**src/rtl/tpu_pkg.sv**
```systemverilog
// Shared types and helpers for the tpu_mm_engine slice.
// sat_add is only referenced when TPU_SAT_EN is defined.
package tpu_pkg;

   typedef enum logic [2:0] {IDLE, LOAD_W, STREAM, DRAIN, OUT} state_t;

   localparam int TPU_N_DEFAULT = 4;

   typedef struct packed {
      logic              sat;
      logic signed [63:0] sum;
   } sat_res_t;

   function automatic int tpu_drain_cycles(input int n);
      return 2 * n - 1;
   endfunction

   // Operands arrive sign-extended to 64 bits; aw selects the clamp range.
   function automatic sat_res_t sat_add(input logic signed [63:0] a,
                                        input logic signed [63:0] b,
                                        input int unsigned        aw);
      logic signed [63:0] s;
      logic signed [63:0] hi;
      logic signed [63:0] lo;
      sat_res_t           r;
      s  = a + b;
      hi = (64'sd1 <<< (aw - 1)) - 64'sd1;
      lo = -hi - 64'sd1;
      r.sat = (s > hi) || (s < lo);
      r.sum = (s > hi) ? hi : ((s < lo) ? lo : s);
      return r;
   endfunction

endpackage

```
**src/rtl/tpu_pe.sv**
```systemverilog
// One weight-stationary MAC cell: stationary weight, activation pass-through, psum register.
// With TPU_SAT_EN the add clamps to the AW range and reports each clamp on sat_o.
module tpu_pe
   import tpu_pkg::*;
#(
   parameter int DW = 8,
   parameter int AW = 16
) (
   input  logic                 clk,
   input  logic                 reset,
   input  logic                 en_i,
   input  logic                 clr_i,
   input  logic                 w_load_i,
   input  logic signed [DW-1:0] w_i,
   input  logic signed [DW-1:0] a_i,
   input  logic signed [AW-1:0] psum_i,
   output logic signed [DW-1:0] a_o,
   output logic signed [AW-1:0] psum_o
`ifdef TPU_SAT_EN
   ,
   output logic                 sat_o
`endif
);

   logic signed [DW-1:0]   w_q;
   logic signed [DW-1:0]   a_q;
   logic signed [AW-1:0]   psum_q;
   logic signed [AW-1:0]   psum_d;
   logic signed [2*DW-1:0] prod;
   logic signed [AW-1:0]   prod_ext;

   assign prod     = a_i * w_q;
   assign prod_ext = AW'(prod);

`ifdef TPU_SAT_EN
   sat_res_t res;

   always_comb begin
      res    = sat_add(64'(psum_i), 64'(prod_ext), AW);
      psum_d = res.sum[AW-1:0];
   end

   assign sat_o = en_i & res.sat;
`else
   assign psum_d = psum_i + prod_ext;
`endif

   always_ff @(posedge clk or negedge reset) begin
      if (!reset) begin
         w_q    <= '0;
         a_q    <= '0;
         psum_q <= '0;
      end else begin
         if (clr_i) begin
            w_q    <= '0;
            a_q    <= '0;
            psum_q <= '0;
         end else if (en_i) begin
            a_q    <= a_i;
            psum_q <= psum_d;
         end
         if (w_load_i) begin
            w_q <= w_i;
         end
      end
   end

   assign a_o    = a_q;
   assign psum_o = psum_q;

endmodule

```
**src/rtl/tpu_mm_engine.sv**
```systemverilog
// NxN weight-stationary matmul engine C = A x W with row-stream handshakes and a start/done sequencer.
// Define TPU_SAT_EN for clamping accumulation and the sticky sat flag; otherwise sums wrap.
module tpu_mm_engine
   import tpu_pkg::*;
#(
   parameter int N  = TPU_N_DEFAULT,
   parameter int DW = 8,
   parameter int AW = 16
) (
   input  logic          clk,
   input  logic          reset,
   input  logic          start,
   output logic          busy,
   output logic          done,
   input  logic          w_valid,
   output logic          w_ready,
   input  logic [N*DW-1:0] w_data,
   input  logic          a_valid,
   output logic          a_ready,
   input  logic [N*DW-1:0] a_data,
   output logic          o_valid,
   input  logic          o_ready,
   output logic [N*AW-1:0] o_data,
   output logic          sat
);

   localparam int DRAIN_CYCLES = tpu_drain_cycles(N);
   localparam int CW           = $clog2(DRAIN_CYCLES + 1);
   localparam int RW           = $clog2(N);
   localparam int SW           = $clog2(3 * N);

   state_t         state_q;
   state_t         state_d;
   logic [CW-1:0]  cnt_q;
   logic [CW-1:0]  cnt_d;
   logic [SW-1:0]  step_q;
   logic           done_q;
   logic           done_d;
   logic           w_fire;
   logic           a_fire;
   logic           o_fire;
   logic           start_go;
   logic           advance;
   logic [RW-1:0]  row_idx;

   logic signed [DW-1:0] act  [N][N+1];
   logic signed [AW-1:0] psum [N+1][N];
   logic signed [AW-1:0] res_q [N][N];

   assign busy     = (state_q != IDLE);
   assign w_ready  = (state_q == LOAD_W);
   assign a_ready  = (state_q == STREAM);
   assign o_valid  = (state_q == OUT);
   assign done     = done_q;
   assign w_fire   = w_valid & w_ready;
   assign a_fire   = a_valid & a_ready;
   assign o_fire   = o_valid & o_ready;
   assign start_go = (state_q == IDLE) & start;
   assign advance  = a_fire | (state_q == DRAIN);
   assign row_idx  = cnt_q[RW-1:0];

   // cnt_q is the row counter in LOAD_W/STREAM/OUT and the cycle counter in DRAIN.
   always_comb begin
      state_d = state_q;
      cnt_d   = cnt_q;
      done_d  = 1'b0;
      case (state_q)
         IDLE: begin
            if (start) begin
               state_d = LOAD_W;
               cnt_d   = '0;
            end
         end
         LOAD_W: begin
            if (w_fire) begin
               cnt_d = (cnt_q == CW'(N - 1)) ? '0 : cnt_q + CW'(1);
               if (cnt_q == CW'(N - 1)) state_d = STREAM;
            end
         end
         STREAM: begin
            if (a_fire) begin
               cnt_d = (cnt_q == CW'(N - 1)) ? '0 : cnt_q + CW'(1);
               if (cnt_q == CW'(N - 1)) state_d = DRAIN;
            end
         end
         DRAIN: begin
            cnt_d = (cnt_q == CW'(DRAIN_CYCLES - 1)) ? '0 : cnt_q + CW'(1);
            if (cnt_q == CW'(DRAIN_CYCLES - 1)) state_d = OUT;
         end
         OUT: begin
            if (o_fire) begin
               cnt_d = (cnt_q == CW'(N - 1)) ? '0 : cnt_q + CW'(1);
               if (cnt_q == CW'(N - 1)) begin
                  state_d = IDLE;
                  done_d  = 1'b1;
               end
            end
         end
         default: state_d = IDLE;
      endcase
   end

   always_ff @(posedge clk or negedge reset) begin
      if (!reset) begin
         state_q <= IDLE;
         cnt_q   <= '0;
         step_q  <= '0;
         done_q  <= 1'b0;
      end else begin
         state_q <= state_d;
         cnt_q   <= cnt_d;
         done_q  <= done_d;
         if (start_go) begin
            step_q <= '0;
         end else if (advance) begin
            step_q <= step_q + SW'(1);
         end
      end
   end

   // Lane i enters PE row i delayed by i array steps; DRAIN feeds zeros.
   for (genvar i = 0; i < N; i++) begin : g_lane
      logic signed [DW-1:0] lane_in;
      assign lane_in = (state_q == STREAM) ? a_data[i*DW +: DW] : '0;
      if (i == 0) begin : g_direct
         assign act[i][0] = lane_in;
      end else begin : g_delay
         logic signed [DW-1:0] sk_q [i];
         always_ff @(posedge clk or negedge reset) begin
            if (!reset) begin
               for (int k = 0; k < i; k++) sk_q[k] <= '0;
            end else if (start_go) begin
               for (int k = 0; k < i; k++) sk_q[k] <= '0;
            end else if (advance) begin
               sk_q[0] <= lane_in;
               for (int k = 1; k < i; k++) sk_q[k] <= sk_q[k-1];
            end
         end
         assign act[i][0] = sk_q[i-1];
      end
   end

   for (genvar j = 0; j < N; j++) begin : g_top
      assign psum[0][j] = '0;
   end

`ifdef TPU_SAT_EN
   logic [N*N-1:0] pe_sat;
   logic           sat_q;
`endif

   for (genvar i = 0; i < N; i++) begin : g_row
      for (genvar j = 0; j < N; j++) begin : g_col
         tpu_pe #(
            .DW(DW),
            .AW(AW)
         ) u_pe (
            .clk      (clk),
            .reset    (reset),
            .en_i     (advance),
            .clr_i    (start_go),
            .w_load_i (w_fire && (cnt_q == CW'(i))),
            .w_i      (w_data[j*DW +: DW]),
            .a_i      (act[i][j]),
            .psum_i   (psum[i][j]),
            .a_o      (act[i][j+1]),
            .psum_o   (psum[i+1][j])
`ifdef TPU_SAT_EN
            ,
            .sat_o    (pe_sat[i*N + j])
`endif
         );
      end
   end

   // After r+j+N advances the bottom of column j holds C[r][j].
   always_ff @(posedge clk or negedge reset) begin
      if (!reset) begin
         for (int r = 0; r < N; r++)
            for (int j = 0; j < N; j++)
               res_q[r][j] <= '0;
      end else if ((state_q == STREAM) || (state_q == DRAIN)) begin
         for (int r = 0; r < N; r++)
            for (int j = 0; j < N; j++)
               if (int'(step_q) == r + j + N) res_q[r][j] <= psum[N][j];
      end
   end

   always_comb begin
      o_data = '0;
      if (state_q == OUT) begin
         for (int j = 0; j < N; j++) o_data[j*AW +: AW] = res_q[row_idx][j];
      end
   end

`ifdef TPU_SAT_EN
   always_ff @(posedge clk or negedge reset) begin
      if (!reset) begin
         sat_q <= 1'b0;
      end else if (start_go) begin
         sat_q <= 1'b0;
      end else if (|pe_sat) begin
         sat_q <= 1'b1;
      end
   end

   assign sat = sat_q;
`else
   assign sat = 1'b0;
`endif

endmodule

```
**config.mk**
```make
export PLATFORM = sky130hd
export DESIGN_NAME = tpu_mm_engine
export DESIGN_NICKNAME = d
export VERILOG_FILES = /design/src/rtl/tpu_pkg.sv /design/src/rtl/tpu_pe.sv /design/src/rtl/tpu_mm_engine.sv
export SDC_FILE = /design/constraint.sdc
export NUM_CORES = 2
export LEC_CHECK = 0
export CORE_MARGIN = 10
export CORE_UTILIZATION = 45
export DETAILED_ROUTE_END_ITERATION = 7
export PLACE_DENSITY = 0.6
export SLEW_MARGIN = 20
export SYNTH_ARGS = -nofsm -noshare
export SYNTH_HDL_FRONTEND = slang
export SYNTH_SLANG_ARGS = --single-unit
```
**constraint.sdc**
```tcl
create_clock -name clk -period 5.62 [get_ports clk]
set_clock_uncertainty 0.05 [all_clocks]
set_input_delay 0.562 -clock clk [delete_from_list [all_inputs] [get_ports clk]]
set_output_delay 0.562 -clock clk [all_outputs]
set_load 0.05 [all_outputs]
```
==> impl_results.md <==
* Status: complete, no violations
* Seq cells post-synth at 795
* Worst-Margin Slew at 1140 ps
* Final Hold Vio Count at 0
* CP Capture Type: flop
* IO buf count at 138
* Leak at 43.7 nW
* Post-layout nets at 9133
* Sequential power share at 32.8%
* Worst EP required at a little over 6000 ps
* Number of routed nets with antenna violations at 0
* Clock share of power at 21.2%
* DRC Markers at 0
* Final worst setup slack at ~420 ps
* Unrepaired setup endpoints after global routing: false
* Via-per-instance ratio at 5.13
* Endpoints failing setup at 0
* Crit path from: state_q[1]
* Cts repair resizes at 0
* Pre-CTS setup slack at roughly 450 ps
* CTS sink cnt at between 700 and 800
* Vias in the first global route at approximately 54000
* Internal power at 18.1 mW
* VDD IR max at 0.422 mV
* Max clock buf depth at 3
* Commonest non-fill, non-tap cells in the layout: inv_1 (1363), fa_1 (1072), nand2_1 (805), dfrtp_1 (792), ha_1 (570)
* # IOs at 140
* Post-route setup TNS at 0 ps
* Critical Path, Cell by Cell: nand2_2, nor2_4, buf_12, nand3_1, fa_1, fa_1, inv_1, fa_1, inv_1, fa_1, inv_1, ha_1, o21a_1, o21ai_0, a21oi_1, o41ai_1, xnor2_1, o21ai_0
* Total CTS buffers at between 90 and 100
* # rows at 151
* R2r setup slk at 420 ps
* Max-Cap Viols at 0
* Post-route cell area at between 80000 and 90000 um^2
* Final non-filler cell total at 9718
* Mapped Cells at 7460
* Share of layout cells above drive strength 1 at 7.80%
* Skew-Pair Late Insertion Delay at 730 ps
* Syn avg cell area at ~10 um^2
* Yosys cell types at slightly above 60
* Post-synth top flop: dfrtp_1
* Post-route minimum period at 5200 ps
* Sw Share at 43.5%
* Fmax at between 150 and 200 MHz
* Hold Path Class: input port to async pin
* Synthesized cell area at about 77000 um^2
* Post-synth net total at ~9200
* CP Max Fanout at 50
* Ys Warns at 0
* Area after DPL at 80500 um^2
* Max incr delay on CP at around 670 ps
* CTS tree: built
* DR iter-0 viols at roughly 2800
* Post-synth ARST share at 100%
* Final-report max-slew violation count at 0
* Core area at 170000 um^2
* Crit start category: flop
* Initial Utilization at approximately 45%
* Total track usage at 18.6%
* Die Ht at 434 um
* Sequential cell area fraction in the yosys report at approximately a quarter
* Combinational share of power at 46.0%
* Area delta synth->final at 8.99%
* Most common library cell in the layout ignoring fill and taps: inv_1
* Grt ovf at 0
* First-pass GRT wire length at 288000 um
* Initial DRT Pass Iterations at 5
* Placed instance count at ~9500
* RR Startpoint: state_q[1]
* Pwr/cell area at between 300 and 400 nW/um^2
* # H-tree levels at 3
* Root buffer cell: clkbuf_16
* CP arrival at 5710 ps
* CP dominant cell by count: fa_1
* GP Congestion at 0.837
* Slowest-stage cell, CP: fa_1
* Part of the cycle the worst path needs at ~93%
* Die X-Extent at approximately 430 um
* Setup CP Type: flop to flop
* Detailed Place HPWL at 131000 um
* Number of flops mapped to enable cells by yosys at 0
* Via count at approximately 50000
* Register clock-pin slew on the reported worst setup and hold paths at 60 ps
* Slew headroom at 24.2%
* Antenna violations before repair at 4
* Routed WL at 168000 um
* Full die area at approximately 190000 um^2
* Switching power at 13.9 mW
* Tot Pwr at 32.0 mW
* Largest net degree at the start of global routing at 176
* Detail-routed net length per standard cell at 17.3 um
## logic make-up (layout without fill, tap and decap cells)
logic type / Yosys count / count (layout) / synth area share [%]
other: 1 / 2 / 0.00486
flip-flops: 795 / 795 / 25.8
multiplexers: 335 / 335 / 5.81
XOR/XNOR: 245 / 245 / 2.78
buffers and inverters: 1689 / 1728 / 8.40
adder cells (fa/ha/maj): 1642 / 1642 / 37.1
AO/OA/AOI/OAI: 843 / 843 / 7.84
AND/OR/NAND/NOR: 1910 / 1910 / 12.3
## power groups by stage
stage | clock, mW | sequential [mW] | combinational, mW
2_1_floorplan | 0 | 8.68 | 12.3
3_3_place_gp | 0 | 10.5 | 14.5
3_5_place_dp | 0 | 10.6 | 14.8
4_1_cts | 6.97 | 10.5 | 15.0
5_1_grt | 7.19 | 10.9 | 17.2
6_report | 6.79 | 10.5 | 14.7
## worst paths after layout
path / endpoint / depth (start not counted)
max: g_row[0].g_col[0].u_pe.psum_o[15] / 18
min: res_q[180] / 2
max reg2reg: g_row[0].g_col[0].u_pe.psum_o[15] / 18
min reg2reg: g_row[2].g_col[1].u_pe.psum_o[6] / 2
max in group asynchronous: res_q[141] / 3
min in group clk: g_lane[3].g_delay.sk_q[21] / 3
## metal layers
metal	vias up	wire, um	GRT usage [%]
met1	25355	80500	26.4
met3	176	7420	2.76
met5	-	0	0
met2	727	77300	30.3
li1	23609	-	-
met4	0	3110	3.57
## layout make-up
| class | count | area, um^2 |
|---|---|---|
| Clock inverter | 48 | 830 |
| Timing Repair Buffer | 190 | 1940 |
| Clock buffer | 127 | 2670 |
| Sequential cell | 795 | 19900 |
| Tap cell | 2218 | 2780 |
| Fill cell | 15488 | 85800 |
| Antenna cell | 1 | 2.50 |
| Multi-Input combinational cell | 4976 | 50800 |
| Inverter | 1363 | 5120 |
## through the flow
stage	hold slack [ps]	util (%)
after floorplan	216	-
after global placement	415	47.4
after detailed placement	419	47.4
after CTS	275	49.5
after global routing	311	49.5
final	318	49.5
## worst max-delay path, delay by kind of cell (launching register included)
family          cells  cell delay [ps]
xor+xnor            1              160
simple gates        3              600
compound gates      5              770
buf+inv             4              340
flops               1              550
fa+ha+maj           5             2470
## Yosys cell counts, drive strengths merged, types with 7 or more instances
| cell type | count | share of area, % |
|---|---|---|
| inv | 1363 | 6.6 |
| fa | 1072 | 28 |
| nand2 | 812 | 4.0 |
| dfrtp | 795 | 26 |
| ha | 570 | 9.2 |
| and2 | 543 | 4.4 |
| mux2 | 259 | 3.8 |
| o21ai | 234 | 1.5 |
| clkbuf | 215 | 1.0 |
| a22o | 199 | 2.3 |
| xnor2 | 183 | 2.1 |
| nand3 | 132 | 0.86 |
| nor2 | 124 | 0.61 |
| buf | 111 | 0.72 |
| and3 | 109 | 0.88 |
| a21oi | 82 | 0.53 |
| o21a | 81 | 0.79 |
| nand2b | 74 | 0.60 |
| o31ai | 69 | 0.67 |
| mux4 | 64 | 1.9 |
| xor2 | 62 | 0.70 |
| or3 | 37 | 0.34 |
| a21o | 34 | 0.33 |
| a32o | 26 | 0.34 |
| a211oi | 24 | 0.23 |
| a21boi | 22 | 0.21 |
| nor3 | 20 | 0.13 |
| nor2b | 18 | 0.15 |
| nor4 | 17 | 0.14 |
| nor3b | 15 | 0.16 |
| o211ai | 14 | 0.14 |
| mux2i | 12 | 0.16 |
| o41ai | 8 | 0.15 |
| a31o | 7 | 0.079 |
| o2111a | 7 | 0.10 |
## registers in the layout, indices dropped and copies added (netlist names)
signal	flops
g_row.g_col.u_pe.psum_o	256
res_q	256
g_row.g_col.u_pe.w_q	128
g_row.g_col.u_pe.a_o	96
g_lane.g_delay.sk_q	32
act	16
step_q	4
cnt_q	3
state_q	3
done	1
## timing repair
item	4_1_cts	5_1_grt
buffers inserted	0	0
hold buffers	1	0
hold endpoints to repair	44	0
(Power assumes the default switching activity.)
